`src/rtl/fetch_queue.sv`:
```
// Instruction-fetch stage: holds the PC, fetches from imem, and buffers
// {pc, instr} pairs in a DEPTH-entry FIFO. Decode reads the FIFO over a
// valid/ready handshake. A branch redirect reloads the PC and flushes the FIFO.
module fetch_queue #(
  parameter int unsigned   N         = 64,
  parameter int unsigned   IW        = 32,
  parameter int unsigned   DEPTH     = 4,
  parameter logic [N-1:0]  RESET_VEC = '0,
  parameter int unsigned   INC       = 4
) (
  input  logic                     clk,
  input  logic                     reset,
  input  logic                     PCSrc_F,
  input  logic [N-1:0]             PCBranch_F,
  output logic [N-1:0]             imem_addr_F,
  input  logic [IW-1:0]            imem_data_F,
  output logic                     instr_valid_D,
  input  logic                     instr_ready_D,
  output logic [IW-1:0]            instr_D,
  output logic [N-1:0]             pc_D,
  output logic [$clog2(DEPTH):0]   count_F
);

  localparam int unsigned AW = $clog2(DEPTH);
  localparam int unsigned CW = AW + 1;

  logic [N-1:0]  pc;
  logic [AW-1:0] rd_ptr;
  logic [AW-1:0] wr_ptr;
  logic [CW-1:0] count;
  logic [N-1:0]  pc_mem    [DEPTH];
  logic [IW-1:0] instr_mem [DEPTH];
  logic          full;
  logic          pop;
  logic          push;

  // Handshake qualifiers; a full queue still accepts a push when the head leaves.
  always_comb begin
    full = (count == CW'(DEPTH));
    pop  = instr_valid_D & instr_ready_D;
    push = !PCSrc_F & (!full | pop);
  end

  assign imem_addr_F   = pc;
  assign instr_valid_D = (count != '0);
  assign instr_D       = instr_mem[rd_ptr];
  assign pc_D          = pc_mem[rd_ptr];
  assign count_F       = count;

  // PC, FIFO pointers, occupancy and storage; reset beats redirect beats push/pop.
  always_ff @(posedge clk) begin
    if (reset) begin
      pc     <= RESET_VEC;
      rd_ptr <= '0;
      wr_ptr <= '0;
      count  <= '0;
      for (int unsigned i = 0; i < DEPTH; i++) begin
        pc_mem[AW'(i)]    <= '0;
        instr_mem[AW'(i)] <= '0;
      end
    end else if (PCSrc_F) begin
      // A same-cycle pop already reached decode; everything else is wrong-path.
      pc     <= PCBranch_F;
      rd_ptr <= '0;
      wr_ptr <= '0;
      count  <= '0;
    end else begin
      if (push) begin
        pc_mem[wr_ptr]    <= pc;
        instr_mem[wr_ptr] <= imem_data_F;
        wr_ptr            <= wr_ptr + 1'b1;
        pc                <= pc + N'(INC);
      end
      if (pop) begin
        rd_ptr <= rd_ptr + 1'b1;
      end
      if (push && !pop) begin
        count <= count + 1'b1;
      end else if (pop && !push) begin
        count <= count - 1'b1;
      end
    end
  end

endmodule
```
`config.mk`:
```
export PLATFORM = sky130hd
export DESIGN_NAME = fetch_queue
export DESIGN_NICKNAME = d
export VERILOG_FILES = /design/src/rtl/fetch_queue.sv
export SDC_FILE = /design/constraint.sdc
export NUM_CORES = 1
export LEC_CHECK = 0
export ABC_AREA = 1
export CORE_ASPECT_RATIO = 1.75
export CORE_UTILIZATION = 30
export CTS_CLUSTER_DIAMETER = 40
export DETAILED_ROUTE_END_ITERATION = 12
export SLEW_MARGIN = 25
export SYNTH_ARGS = -nofsm -noshare
export SYNTH_HDL_FRONTEND = slang
export SYNTH_SLANG_ARGS = --single-unit
```
`constraint.sdc`:
```
create_clock -name clk -period 14.55 [get_ports clk]
set_input_delay 2.1825 -clock clk [delete_from_list [all_inputs] [get_ports clk]]
set_output_delay 2.1825 -clock clk [all_outputs]
set_load 0.1 [all_outputs]
```
==> metrics <==
status finished clean; Synthesis Warnings 0; crit path capture type output port; Finished Layout Cells 3427; die area 71300 sq um; final setup skew 16.6 ps; Syn Nets 2380; most common cell after layout, fill and taps aside nor2_1; Worst-path clk slew 60 ps; syn_area_per_cell 9.25 sq um; Seq/Total Area, Yosys 61.7%; # IOs 264; final instance area 26100 sq um; Fmax achieved 0.153 GHz; share of cells above drive strength 1 6.32%; post-CTS setup repair buffer count 0; wire per inst 21.6 microns; area of the multi-input gates 6980 sq um; Slew Limit Fails 0; placed cell count 3332; Total GRT Usage 20.4%; fin crit period 6560 ps; DR vias/cell 5.15; CP arrival 4370 ps; CTS tree built; clock buffer depth 3; Residual DRC 0; die height 353 microns; Antenna Violating Nets Remaining 0; TritonCTS buffer count 49; leakage 0.00927 uW; clock net sink count 457; largest net degree at the start of global routing 108; Power Total 3450 uW; Placement Cell Area 24500 sq um; setup slack at placement 7560 ps; Worst Hold Class flip-flop to flip-flop; clock root cell clkbuf_16; Synth-to-Final Area Change 24.1%; critical path launch point type flip-flop; worst-path fanout max 107; WP data required 12370 ps; setup TNS 0 ps; initial antenna violation count 1; Synth Register Bits 457; GP Congestion 0.935; kind of cell adding the most delay to the critical path buffers and inverters; cell at the slowest stage of the critical path clkdlybuf4s50_1; Post-Syn Instances 2277; Placement Rows 128; mapped cell area 21100 sq um; die width 202 microns; crit path kind flip-flop to output port; register area 13000 sq um; commonest non-fill, non-tap cells in the layout nor2_1 (592), edfxtp_1 (384), nand2_1 (275); fillers 7018; nets 2578; Distinct cells, synth 36; number of global-route vias before repair 17.9k; initial detailed-routing violation count 1434; final HPWL from detailed placement 48200 microns; first-pass GRT wire length 109000 microns; Pwr Density 132 nW/um^2; Port Buf Inserts 263; WP buf/inv 3; GR Overflow Total 0; critical path, cell by cell inv_6 -> buf_4 -> o21ai_0 -> o22ai_1 -> clkdlybuf4s50_1; DR pass1 iterations 5; maxcap violations 0; Initial Util 30.3%; final hold violation count 0; setup ws final 7990 ps; htree depth 2; fin crit share 45.1%; CP max stage delay 1230 ps; final setup fails 0; Worst Max-Slew Pin Slew 1120 ps; core box area 69500 sq um; RSZ-0062 raised after global routing false; Slew HR 24.9%; hold buffers post-CTS 0; WL final 74000 microns; Clock Latency Late Sink 620 ps; Peak VDD IR 0.0741 mV; Vias 17.6k; Resize count post-CTS 0
## worst min-delay path, delay by kind of cell, from the launching register on
family | cells | cell delay (ps)
flip-flops | 1 | 290
AO/OA/AOI/OAI | 1 | 70
buffers and inverters | 1 | 50
## per-stage QoR
stage                     hold WS [ps]  util (%)
after global routing               501      37.6
final                              463      37.6
after global placement             450      35.2
after CTS                          465      37.5
after detailed placement           456      35.2
after floorplan                    436         -
## cells by family (layout without fill, tap and decap cells)
logic type,after synthesis,count (layout),synth area share (%)
AND/OR/NAND/NOR,1078,1078,21.1
flip-flops,457,457,61.7
AO/OA/AOI/OAI,430,430,11.0
buffers and inverters,297,534,5.53
XOR/XNOR,12,12,0.499
adder cells (fa/ha/maj),3,3,0.214
other,0,3,0
## power breakdown
part | switching [uW] | internal (uW)
Combinational | 515 | 138
Clock | 554 | 711
Sequential | 38.9 | 1490
## Yosys cell counts (all sizes together)
cell type  number  area (sq um)
dfxtp          73          1460
o21ai         276          1380
inv           159           599
fa              1          20.0
buf            40           198
a211oi          2          15.0
clkinv          1          3.75
ha              2          25.0
a31oi          13          81.3
nor3           99           500
o211ai          5          37.5
nor4            1          6.26
nand3          57           305
edfxtp        384         11500
nand3b          2          15.0
or2             1          6.26
nand2         291          1130
nor2          612          2390
xor2           12           105
a32oi           1          8.76
clkbuf         97           364
a21oi          37           189
nand4          15          93.8
o22ai          96           601
## path summary, 6_finish.rpt
kind                            slack (ps)       start  depth (start not counted)          endpoint
worst min-delay path                   460   rd_ptr[1]                          2         flip-flop
worst max-delay path                  7990   flip-flop                          5          pc_D[60]
worst min register to register         460   rd_ptr[1]                          2         flip-flop
worst max register to register       10110  count_F[0]                          8  instr_mem[0][29]
## routing by layer
metal | GRT usage (%) | share of wire, % | vias to the layer above
met1 | 22.9 | 38 | 8518
met3 | 3.51 | 6.7 | 190
met4 | 11.9 | 5.7 | 0
li1 | - | - | 8169
met5 | 0 | 0 | -
met2 | 35.8 | 50 | 763
## final cells by class
type	instances	share of cell area, %
clock buffer	59	4.91
tap	910	4.35
timing repair buffer	284	10.7
multi-input combinational	1523	26.7
clock inverter	31	1.22
sequential	457	49.7
antenna	3	0.0287
inverter	160	2.33
## sequential cells by signal (all words and copies together), names as in the netlist, named ones only
register     count
rd_ptr           2
pc_mem         256
imem_addr_F     64
instr_mem      128
count_F          3
wr_ptr           2
(Power assumes the default switching activity.)
